<file path="src/rtl/vga_timing_gen.sv">
// 640x480 VGA timing generator: pixel/line counters, sync outputs delayed to
// match a registered renderer, and a vblank-aligned front/back buffer swap.
module vga_timing_gen #(
    parameter int unsigned SYNC_DLY     = 1,
    parameter int unsigned V_ACTIVE     = 480,
    parameter int unsigned V_SYNC_START = 490,
    parameter int unsigned V_SYNC_END   = 491,
    parameter int unsigned V_TOTAL      = 525
) (
    input  logic        vga_clk,
    input  logic        reset_n,
    input  logic        swap_req,
    output logic [9:0]  DrawX,
    output logic [9:0]  DrawY,
    output logic        blank,
    output logic        hs,
    output logic        vs,
    output logic        vblank_start,
    output logic [15:0] frame_count,
    output logic        front_buf,
    output logic        swap_ack
);
    localparam int unsigned CW           = 10;
    localparam int unsigned FW           = 16;
    localparam int unsigned H_ACTIVE     = 640;
    localparam int unsigned H_SYNC_START = 656;
    localparam int unsigned H_SYNC_END   = 751;
    localparam int unsigned H_TOTAL      = 800;

    logic [CW-1:0] r_hcnt;
    logic [CW-1:0] r_vcnt;
    logic [FW-1:0] r_frame_cnt;
    logic          r_front;
    logic          r_pending;
    logic          r_ack;

    logic w_h_wrap;
    logic w_v_wrap;
    logic w_hs_raw;
    logic w_vs_raw;
    logic w_vblank_start;
    logic w_swap;

    assign w_h_wrap       = (r_hcnt == CW'(H_TOTAL - 1));
    assign w_v_wrap       = (r_vcnt == CW'(V_TOTAL - 1));
    assign w_hs_raw       = !((r_hcnt >= CW'(H_SYNC_START)) && (r_hcnt <= CW'(H_SYNC_END)));
    assign w_vs_raw       = !((r_vcnt >= CW'(V_SYNC_START)) && (r_vcnt <= CW'(V_SYNC_END)));
    assign w_vblank_start = (r_hcnt == '0) && (r_vcnt == CW'(V_ACTIVE));
    // A swap is taken only on the single vblank_start cycle of each frame.
    assign w_swap         = w_vblank_start && (r_pending || swap_req);

    // Pixel and line counters; lines advance only on horizontal wrap.
    always_ff @(posedge vga_clk or negedge reset_n) begin
        if (!reset_n) begin
            r_hcnt <= '0;
            r_vcnt <= '0;
        end else if (w_h_wrap) begin
            r_hcnt <= '0;
            r_vcnt <= w_v_wrap ? '0 : r_vcnt + CW'(1);
        end else begin
            r_hcnt <= r_hcnt + CW'(1);
        end
    end

    // Completed-frame counter, wraps naturally at 16 bits.
    always_ff @(posedge vga_clk or negedge reset_n) begin
        if (!reset_n) begin
            r_frame_cnt <= '0;
        end else if (w_h_wrap && w_v_wrap) begin
            r_frame_cnt <= r_frame_cnt + FW'(1);
        end
    end

    // Swap handshake: a request seen on the ack cycle re-arms pending for the next frame.
    always_ff @(posedge vga_clk or negedge reset_n) begin
        if (!reset_n) begin
            r_front   <= 1'b0;
            r_pending <= 1'b0;
            r_ack     <= 1'b0;
        end else begin
            r_ack <= w_swap;
            if (w_swap) begin
                r_front   <= ~r_front;
                r_pending <= 1'b0;
            end else if (swap_req) begin
                r_pending <= 1'b1;
            end
        end
    end

    generate
        if (SYNC_DLY == 0) begin : g_sync_direct
            assign hs = w_hs_raw;
            assign vs = w_vs_raw;
        end else begin : g_sync_dly
            logic [SYNC_DLY-1:0] r_hs_pipe;
            logic [SYNC_DLY-1:0] r_vs_pipe;

            // Stage 0 takes the raw sync; the oldest stage drives the pin.
            always_ff @(posedge vga_clk or negedge reset_n) begin
                if (!reset_n) begin
                    r_hs_pipe <= '1;
                    r_vs_pipe <= '1;
                end else begin
                    r_hs_pipe <= SYNC_DLY'({r_hs_pipe, w_hs_raw});
                    r_vs_pipe <= SYNC_DLY'({r_vs_pipe, w_vs_raw});
                end
            end

            assign hs = r_hs_pipe[SYNC_DLY-1];
            assign vs = r_vs_pipe[SYNC_DLY-1];
        end
    endgenerate

    assign DrawX        = r_hcnt;
    assign DrawY        = r_vcnt;
    assign blank        = (r_hcnt < CW'(H_ACTIVE)) && (r_vcnt < CW'(V_ACTIVE));
    assign vblank_start = w_vblank_start;
    assign frame_count  = r_frame_cnt;
    assign front_buf    = r_front;
    assign swap_ack     = r_ack;

endmodule

</file>
<file path="config.mk">
export PLATFORM = sky130hd
export DESIGN_NAME = vga_timing_gen
export DESIGN_NICKNAME = d
export VERILOG_FILES = /design/src/rtl/vga_timing_gen.sv
export SDC_FILE = /design/constraint.sdc
export NUM_CORES = 1
export LEC_CHECK = 0
export ABC_AREA = 1
export BUFFER_PORTS_ARGS = -buffer_cell sky130_fd_sc_hd__buf_2
export CAP_MARGIN = 20
export CORE_MARGIN = 4
export CORE_UTILIZATION = 25
export CTS_BUF_LIST = sky130_fd_sc_hd__clkbuf_4 sky130_fd_sc_hd__clkbuf_8
export DETAILED_ROUTE_END_ITERATION = 6
export MAX_ROUTING_LAYER = met4
export PLACE_DENSITY_LB_ADDON = 0.1
export REMOVE_ABC_BUFFERS = 1
export SLEW_MARGIN = 40
export SYNTH_ARGS = -nofsm -noshare
export SYNTH_HDL_FRONTEND = slang
export SYNTH_SLANG_ARGS = --single-unit
export TNS_END_PERCENT = 20
</file>
<file path="constraint.sdc">
create_clock -name vga_clk -period 2.9 [get_ports vga_clk]
set_clock_uncertainty 0.15 [all_clocks]
set_input_delay 0.145 -clock vga_clk [delete_from_list [all_inputs] [get_ports vga_clk]]
set_output_delay 0.145 -clock vga_clk [all_outputs]
set_load 0.1 [all_outputs]
</file>
==> impl_metrics.py, run 1 <==
metrics = {
    "run_status": {
        "status": "complete, no violations",
    },
    "critical_path": {
        "startpoint_type": "flop",
        "crit_chain": "nand2_1 -> nor2_1 -> nand3_1 -> inv_1 -> buf_2",
        "worstPathMaxFanout": 8,
        "cp.required_ns": 2.61,
        "critPathSlowestCell": "dfrtp_1",
        "cp_data_arrival_time_ns": 1.94,
        "path_class": "reg2out",
        "path_buf_inv": 2,
        "cp_top_family": "simple AND/OR/NAND/NOR gates",
        "slowest_delay_ns": 0.52,
        "end_kind": "output port",
    },
    "timing": {
        "finalHoldViolations": 0,
        "fmax_mhz": 447,
        "post-route-min-period_ns": 2.24,
        "maxSlewViolCount": 0,
        "whs_ns": 0.233,
        "setup_viol": 0,
        "finalCritPeriodShare_pct": 77.2,
        "worst_pin_slew_ns": 0.562,
        "rsz0062_at_grt": "false",
        "max-slew-margin-rel_pct": 62.5,
    },
    "routing": {
        "drc": 0,
        "viasPerCell": 4.21,
        "vias": 2236,
        "drt_iter0_drc": 67,
        "totalWireLength_um": 6610,
        "drt-pass1-iter-count": 4,
        "antenna_left": 0,
        "avgRoutedWirePerCell_um": 12.5,
    },
    "synth": {
        "synth_fa_ha_area_share_pct": 2.98,
        "synth_cell_type_count": 29,
        "ys_seq_area_share_pct": 40.8,
        "syn_avg_cell_area_um2": 7.22,
        "yosys_warnings": 0,
        "synthXorXnorAreaFrac_pct": 5.22,
        "synth-seq-cells": 41,
        "syn_inst": 349,
        "synth-simple-area-share_pct": 37.7,
        "synth_top_family_by_area": "simple AND/OR/NAND/NOR gates",
        "synth_area_um2": 2520,
        "synth_compound_area_share_pct": 3.73,
        "muxShareOfSynthArea_pct": 0,
    },
    "grt": {
        "grt_pass1_wl_um": 11000,
        "grt_overflow": 0,
        "antenna_found_initial": 0,
        "grt_pass1_vias": 2156,
        "track_usage_pct": 12.3,
        "grt_max_degree": 42,
    },
    "clock_tree": {
        "cts.clk_slew.worst_paths_ns": 0.09,
        "cts_tree": "yes",
        "numCtsBuffers": 5,
        "cts.sinks": 41,
        "cts-root-buf": "clkbuf_8",
        "cts_buffer_depth": 2,
        "insertion_delay_ns": 0.29,
        "postCtsSetupBuffers": 0,
        "htree_num_levels": 2,
    },
    "power": {
        "vdd_drop_max_mv": 0.160,
        "powerDensity_nw_per_um2": 362,
        "power.total_mw": 1.09,
        "p_leak_nw": 1.59,
    },
    "floorplanning": {
        "chipHeight_um": 108,
        "start_util_pct": 25.8,
        "core_area_um2": 9770,
        "die_w_um": 108,
        "rows": 36,
        "die_area_um2": 11700,
        "io-pin-count": 45,
    },
    "final_layout": {
        "syn_to_final_growth_pct": 19.3,
        "post-route-cell-area_um2": 3000,
        "drive_gt1_share_pct": 18.1,
        "layout.nets": 406,
        "antenna_cells": 0,
    },
    "hold_path": {
        "min_path_type": "in2async",
    },
    "place": {
        "placed_area_um2": 2860,
        "port_buffers": 44,
        "gp_congestion": 0.799,
        "dp_hpwl_um": 4880,
    },
    "flow_run": {
        "maxCapViolCount": 0,
    },
}
[layout by cell type, fill, tap and decap left out, drive strengths merged]
cell and n:
buf 44, clkinvlp 1, inv 51, a21oi 3
ha 6, nand2 109, nor3 3, nand3 29
nand3b 2, nor2 58, o21ai 14, dfrtp 39
clkinv 1, dlygate4sd3 2, nor4 1, dfstp 2
xnor2 2, bufinv 1, nand4 9, o2111ai 1
clkbuf 6, or2 1, xor2 13
[report_power, final]
| group | leakage (nW) | switching [mW] | internal (mW) |
|---|---|---|---|
| Sequential | 0.546 | 0.0000000000000000107 | 0.571 |
| Combinational | 0.986 | 0.0120 | 0.00310 |
| Clock | 0.0574 | 0.221 | 0.280 |
[timing repair]
| item | 4_1_cts | 5_1_grt |
|---|---|---|
| hold buffers | 2 | 0 |
| hold endpoints to repair | 40 | 0 |
| gates resized for setup | 0 | 0 |
[layout make-up]
class	count	area, um^2
fillers	1105	6770
multi-input cells	251	1250
flip-flops and latches	41	1030
repair buffers	46	243
inverters	52	196
well taps	133	166
clock buffers	6	82.6
clock inverters	2	37.5
[logic make-up (layout without fill, tap and decap cells)]
kind of cell,Yosys count,count (layout)
compound gates,18,18
xor+xnor,15,15
fa+ha+maj,6,6
buf+inv,57,106
flops,41,41
simple gates,212,212
[state kept, by name, summed over array words and instances (netlist names)]
signal       count
swap_ack         1
DrawX           10
r_pending        1
frame_count     16
front_buf        1
vs               1
hs               1
DrawY           10
[per-layer routing]
metal / global-route usage, % / up-vias / part of all wire (%)
met5: - / - / 0
met3: 2.21 / 5 / 3.6
met4: 3.25 / 0 / 1.2
met1: 17.2 / 1012 / 51
met2: 18.3 / 42 / 44
li1: - / 1177 / -
[synth_stat cells, drive strengths merged]
cell	number	share of area, %
a21oi	3	0.60
buf	5	1.7
clkinv	1	0.20
dfrtp	39	39
dfstp	2	2.1
ha	6	3.0
inv	51	7.6
nand2	109	17
nand3	29	5.8
nand3b	2	0.60
nand4	9	2.8
nor2	58	10
nor3	3	0.60
nor4	1	0.25
o2111ai	1	0.35
o21ai	14	2.8
or2	1	0.25
xnor2	2	0.70
xor2	13	4.5
[per-stage QoR]
step | std cells | setup slack (ns) | utilization (%) | TNS (ns)
after floorplan | 344 | -1.40 | - | -1.40
after global placement | 521 | 0.951 | 29.3 | 0
after detailed placement | 521 | 0.952 | 29.3 | 0
after CTS | 531 | 0.604 | 30.7 | 0
after global routing | 531 | 0.519 | 30.7 | 0
final | 531 | 0.663 | 30.7 | 0
[path summary, 6_finish.rpt]
| check | from | to | slack (ns) | cells after the start |
|---|---|---|---|---|
| max | DrawY[5]$_DFFE_PN0N_ | vblank_start | 0.66 | 5 |
| min reg2reg | DrawX[0]$_DFF_PN0_ | DrawX[0]$_DFF_PN0_ | 0.36 | 1 |
| min | reset_n | swap_ack$_DFF_PN0_ | 0.23 | 2 |
| max reg2reg | DrawY[0]$_DFFE_PN0N_ | frame_count[0]$_DFFE_PN0P_ | 1.04 | 8 |
| max in group asynchronous | reset_n | DrawY[7]$_DFFE_PN0N_ | 1.99 | 2 |
| min in group vga_clk | DrawX[0]$_DFF_PN0_ | DrawX[0]$_DFF_PN0_ | 0.36 | 1 |
Note: power is estimated with default switching activity, not from simulation.
==> inputs of run 2 (changes only) <==
- clock period: 2.9 -> 1.85 ns (I/O delays scaled with it)
==> run 2 against run 1 <==
  * Via count is 5.5% higher
  * Die area stayed put
  * Sequential share of layout area is 2.9 points lower
  * Count of clock-buffer cells in the layout is 1 lower
  * Hold slack worse by 0.12 ns
  * Design area is 10% higher
  * Clock power is 54% higher
  * First-iteration DRC count is 3.0% higher
  * Highest routed layer unchanged
==> impl_metrics.py, run 2 (synthesis results as in run 1) <==
metrics = {
    "floorplanning": {
        "die_area_um2": 11700,
        "io-pin-count": 45,
        "die_w_um": 108,
        "rows": 36,
        "chipHeight_um": 108,
        "core_area_um2": 9770,
        "start_util_pct": 25.8,
    },
    "critical_path": {
        "startpoint_type": "flop",
        "end_kind": "output port",
        "worstPathMaxFanout": 8,
        "cp_data_arrival_time_ns": 1.52,
        "cp.required_ns": 1.61,
        "path_class": "reg2out",
    },
    "grt": {
        "grt_overflow": 0,
        "antenna_found_initial": 0,
        "grt_pass1_wl_um": 11500,
        "grt_pass1_vias": 2363,
        "grt_max_degree": 28,
        "track_usage_pct": 12.8,
    },
    "routing": {
        "drt-pass1-iter-count": 4,
        "totalWireLength_um": 6810,
        "antenna_left": 0,
        "drt_iter0_drc": 69,
        "avgRoutedWirePerCell_um": 12.3,
        "vias": 2360,
        "viasPerCell": 4.27,
        "drc": 0,
    },
    "final_layout": {
        "nFillCells": 1072,
        "antenna_cells": 0,
        "largest_reg_flops": 16,
        "mostFrequentLayoutCells": "nand2_1 (103), inv_1 (46), nor2_1 (45)",
        "drive_gt1_share_pct": 27.9,
        "post-route-cell-area_um2": 3310,
        "syn_to_final_growth_pct": 31.4,
        "layout.nets": 428,
        "final_common_cell": "nand2_1",
    },
    "timing": {
        "post-route-min-period_ns": 1.76,
        "worst_slack_ns": 0.0860,
        "whs_ns": 0.109,
        "maxSlewViolCount": 0,
        "setup_viol": 0,
        "finalHoldViolations": 0,
        "worst_pin_slew_ns": 0.500,
        "max-slew-margin-rel_pct": 66.9,
        "finalCritPeriodShare_pct": 95.4,
        "fmax_mhz": 567,
    },
    "clock_tree": {
        "cts.sinks": 41,
        "numCtsBuffers": 5,
        "htree_num_levels": 2,
        "cts_buffer_depth": 2,
        "cts-root-buf": "clkbuf_8",
        "cts_tree": "yes",
        "cts.clk_slew.worst_paths_ns": 0.09,
        "insertion_delay_ns": 0.31,
    },
    "place": {
        "port_buffers": 44,
        "place_ws_ns": 0.101,
        "placed_area_um2": 2970,
        "gp_congestion": 0.768,
        "dp_hpwl_um": 5110,
    },
    "hold_path": {
        "min_path_type": "in2async",
    },
    "flow_run": {
        "maxCapViolCount": 0,
    },
    "run_status": {
        "status": "complete, no violations",
    },
    "power": {
        "p_leak_nw": 1.72,
        "power.total_mw": 1.70,
        "vdd_drop_max_mv": 0.385,
        "powerDensity_nw_per_um2": 513,
    },
}
==> run 2: routing by layer <==
| metal | vias up | track usage (%) | routed length (um) | part of all wire, % |
|---|---|---|---|---|
| met5 | - | - | 0 | 0 |
| met4 | 0 | 4.15 | 109 | 1.6 |
| met3 | 11 | 2.33 | 254 | 3.7 |
| met2 | 44 | 19.0 | 3050 | 45 |
| met1 | 1088 | 17.6 | 3390 | 50 |
| li1 | 1217 | - | - | - |
==> run 2: repair_timing <==
action | CTS | global route
resized for setup | 10 | 20
endpoints found under the hold margin | 43 | 0
setup endpoints to repair | 2 | 29
buffers inserted | 9 | 4
pin swaps | 2 | 3
hold buffers | 2 | 0
==> run 2: path summary, 6_finish.rpt <==
check / cells past startpoint / slack [ns] / endpoint / start
setup / recovery: 6 / 0.09 / vblank_start / DrawX[5]$_DFF_PN0_
hold / removal: 2 / 0.11 / DrawX[7]$_DFF_PN0_ / reset_n
setup reg to reg: 10 / 0.13 / front_buf$_DFFE_PN0P_ / DrawX[5]$_DFF_PN0_
hold reg to reg: 2 / 0.35 / frame_count[15]$_DFFE_PN0P_ / frame_count[15]$_DFFE_PN0P_
max in group asynchronous: 3 / 0.95 / DrawY[2]$_DFFE_PN0N_ / reset_n
min in group vga_clk: 2 / 0.35 / frame_count[15]$_DFFE_PN0P_ / frame_count[15]$_DFFE_PN0P_
==> run 2: worst max-delay path, stage by stage (launching register included) <==
cell	delay [ns]
dfrtp_2	0.47
nor2_2	0.17
nand2_1	0.08
nor2_2	0.15
nand3_2	0.10
inv_2	0.09
buf_12	0.17
==> run 2: per-stage QoR <==
step                      TNS [ns]  std cells  util (%)
after floorplan             -15.26        344         -
after global placement           0        530      30.4
after detailed placement         0        530      30.4
after CTS                        0        549      32.8
after global routing      -0.00948        553      33.9
final                            0        553      33.9
==> run 2: power breakdown <==
| part | switching [mW] | total (mW) | internal [mW] |
|---|---|---|---|
| clock | 0.367 | 0.772 | 0.405 |
| combinational | 0.0200 | 0.0285 | 0.00846 |
| sequential | 0.0000000000000000188 | 0.895 | 0.895 |
==> run 2: cell type report <==
cell class              instances  area (um^2)  share of cell area, %
multi-input cells             251         1340                   40.6
flip-flops and latches         41         1040                   31.3
repair buffers                 68          452                   13.6
inverters                      52          196                   5.94
well taps                     133          166                   5.03
clock buffers                   5         68.8                   2.08
clock inverters                 3         46.3                   1.40
==> inputs of run 3 (changes only) <==
- ABC_AREA: 1 -> 0
- RECOVER_POWER: unset -> 25
- SKIP_LAST_GASP: unset -> 1
==> run 3 against run 2 <==
  * The flow now finishes with violations (setup timing)
  * First-iteration DRC count shrank 49%
  * Via count down 29%
  * Register-to-register slack lost 0.39 ns
  * Global-route usage shrank 0.91 points
  * Total power shrank 8.5%
  * Clock power is 18% lower
  * Hold slack improved by 0.21 ns
  * Cell count decreased by 30%
  * Synthesized cell count down 48%
==> impl_metrics.py, run 3 <==
metrics = {
    "run_status": {
        "status": "finished with violations",
        "violations": "setup timing",
    },
    "critical_path": {
        "end_kind": "flop",
        "cp.required_ns": 1.88,
        "cp_data_arrival_time_ns": 2.14,
        "path_class": "reg2reg",
        "startpoint_type": "flop",
        "worstPathMaxFanout": 7,
    },
    "clock_tree": {
        "cts_tree": "yes",
        "cts.clk_slew.worst_paths_ns": 0.08,
        "cts_buffer_depth": 2,
        "numCtsBuffers": 5,
        "insertion_delay_ns": 0.29,
        "htree_num_levels": 2,
        "cts.sinks": 41,
        "cts-root-buf": "clkbuf_8",
    },
    "synth": {
        "synth_edf_count": 0,
        "synth-seq-cells": 41,
        "yosys-top-cells-count": "dfrtp_1 (39), nand2_1 (14), nor2_1 (14), xnor2_1 (14), xor2_1 (13)",
        "async_reset_ff_share_pct": 100,
        "yosysMostFrequentCell": "dfrtp_1",
        "netlist_top_cells_area": "dfrtp_1 (49%), xnor2_1 (6.2%), xor2_1 (5.7%), ha_1 (3.8%), nand4_1 (3.8%)",
        "synth_top_area_cell": "dfrtp_1",
        "syn_avg_cell_area_um2": 10.8,
        "synth_cell_type_count": 39,
        "synth_area_um2": 1980,
        "ys_seq_area_share_pct": 51.8,
        "synth-main-ff-cell": "dfrtp_1",
        "yosys_warnings": 0,
        "synth_top_area_share_pct": 49.2,
        "syn_inst": 183,
    },
    "grt": {
        "grt_pass1_wl_um": 8890,
        "grt_max_degree": 24,
        "antenna_found_initial": 0,
        "track_usage_pct": 11.9,
        "grt_overflow": 0,
        "grt_pass1_vias": 1757,
    },
    "power": {
        "switchingPower_mw": 0.333,
        "internal_power_mw": 1.22,
        "vdd_drop_max_mv": 0.306,
        "switching_share_pct": 21.4,
        "p_clk_share_pct": 40.8,
        "p_leak_nw": 1.47,
        "powerDensity_nw_per_um2": 541,
        "power_frac_comb_pct": 1.5,
        "p_seq_share_pct": 57.7,
        "power.total_mw": 1.55,
    },
    "timing": {
        "fmax_mhz": 474,
        "tns_ns": -3.48,
        "max-slew-margin-rel_pct": 32.8,
        "post-route-min-period_ns": 2.11,
        "worst_pin_slew_ns": 1.01,
        "setup_viol": 25,
        "rsz0062_at_grt": "true",
        "worst_slack_ns": -0.259,
        "finalHoldViolations": 0,
        "whs_ns": 0.315,
        "maxSlewViolCount": 0,
        "finalCritPeriodShare_pct": 114,
    },
    "floorplanning": {
        "die_area_um2": 9430,
        "core_area_um2": 7730,
        "rows": 32,
        "chipHeight_um": 97.1,
        "io-pin-count": 45,
        "die_w_um": 97.1,
        "start_util_pct": 25.7,
    },
    "routing": {
        "antenna_left": 0,
        "vias": 1674,
        "viasPerCell": 4.34,
        "drc": 0,
        "totalWireLength_um": 5220,
        "avgRoutedWirePerCell_um": 13.5,
        "drt-pass1-iter-count": 4,
        "drt_iter0_drc": 35,
    },
    "final_layout": {
        "largest_reg_flops": 16,
        "drive_gt1_share_pct": 42.3,
        "layout.nets": 292,
        "syn_to_final_growth_pct": 44.6,
        "post-route-cell-area_um2": 2870,
        "mostFrequentLayoutCells": "buf_4 (49), buf_2 (41), dfrtp_1 (39)",
        "antenna_cells": 0,
        "final_common_cell": "buf_4",
    },
    "place": {
        "placed_area_um2": 2690,
        "gp_congestion": 0.740,
        "port_buffers": 44,
        "dp_hpwl_um": 3900,
        "place_ws_ns": -0.246,
    },
    "hold_path": {
        "min_path_type": "reg2reg",
    },
    "flow_run": {
        "maxCapViolCount": 0,
    },
}
## run 3: stage by stage
| stage | utilization (%) | std cells |
|---|---|---|
| finish | 37.1 | 386 |
| global route | 37.1 | 386 |
| CTS | 37.0 | 384 |
| detailed placement | 34.8 | 370 |
| global placement | 34.8 | 370 |
| floorplan | - | 179 |
## run 3: cells by family after synthesis
logic type,synth area share [%]
buffers and inverters,2.14
AND/OR/NAND/NOR,25.7
adder cells (fa/ha/maj),3.78
multiplexers,1.07
AO/OA/AOI/OAI,3.59
XOR/XNOR,11.9
flip-flops,51.8
## run 3: final timing paths
check / startpoint / endpoint / slack, ns / depth (start not counted)
setup / recovery: DrawX[0]$_DFF_PN0_ / DrawY[9]$_DFFE_PN0N_ / -0.26 / 6
hold / removal: front_buf$_DFFE_PN0P_ / front_buf$_DFFE_PN0P_ / 0.31 / 1
setup reg to reg: DrawX[0]$_DFF_PN0_ / DrawY[9]$_DFFE_PN0N_ / -0.26 / 6
hold reg to reg: front_buf$_DFFE_PN0P_ / front_buf$_DFFE_PN0P_ / 0.31 / 1
max in group asynchronous: reset_n / vs$_DFF_PN1_ / 0.18 / 3
min in group asynchronous: reset_n / front_buf$_DFFE_PN0P_ / 0.33 / 2
## run 3: timing repair
item	4_1_cts	5_1_grt
endpoints found under the hold margin	41	0
hold buffers	2	0
gates resized for setup	6	1
setup endpoints to repair	27	30
buffers inserted	4	2
pin swaps	5	4
## run 3: critical path, stage by stage, from the launching register on
cell and delay [ns]:
dfrtp_1 0.36, ha_2 0.19, nand3_2 0.07, or4_4 0.54, or4_4 0.56, nand2_1 0.08, mux2i_1 0.06
## run 3: area by class of cell
cell class                 instances  area [um^2]
timing repair buffer              97          656
multi-input combinational        133          941
clock buffer                       7         90.1
tap                              102          128
fill                             777         4860
inverter                           5         18.8
sequential                        41         1030
clock inverter                     1         7.51
## run 3: power by group through the flow
stage               clock network (mW)  logic (mW)  registers (mW)
detailed placement                   0      0.0268           0.913
CTS                              0.663      0.0302           0.895
global route                     0.703      0.0292           0.896
finish                           0.632      0.0237           0.896
floorplan                            0   0.0000118           0.913
global placement                     0      0.0272           0.913
## run 3: routing by layer
layer / vias up / wire, um / track usage, %
li1: 847 / - / -
met1: 787 / 2500 / 15.8
met2: 38 / 2480 / 18.5
met4: 0 / 27 / 2.81
met5: - / 0 / -
met3: 2 / 215 / 2.80
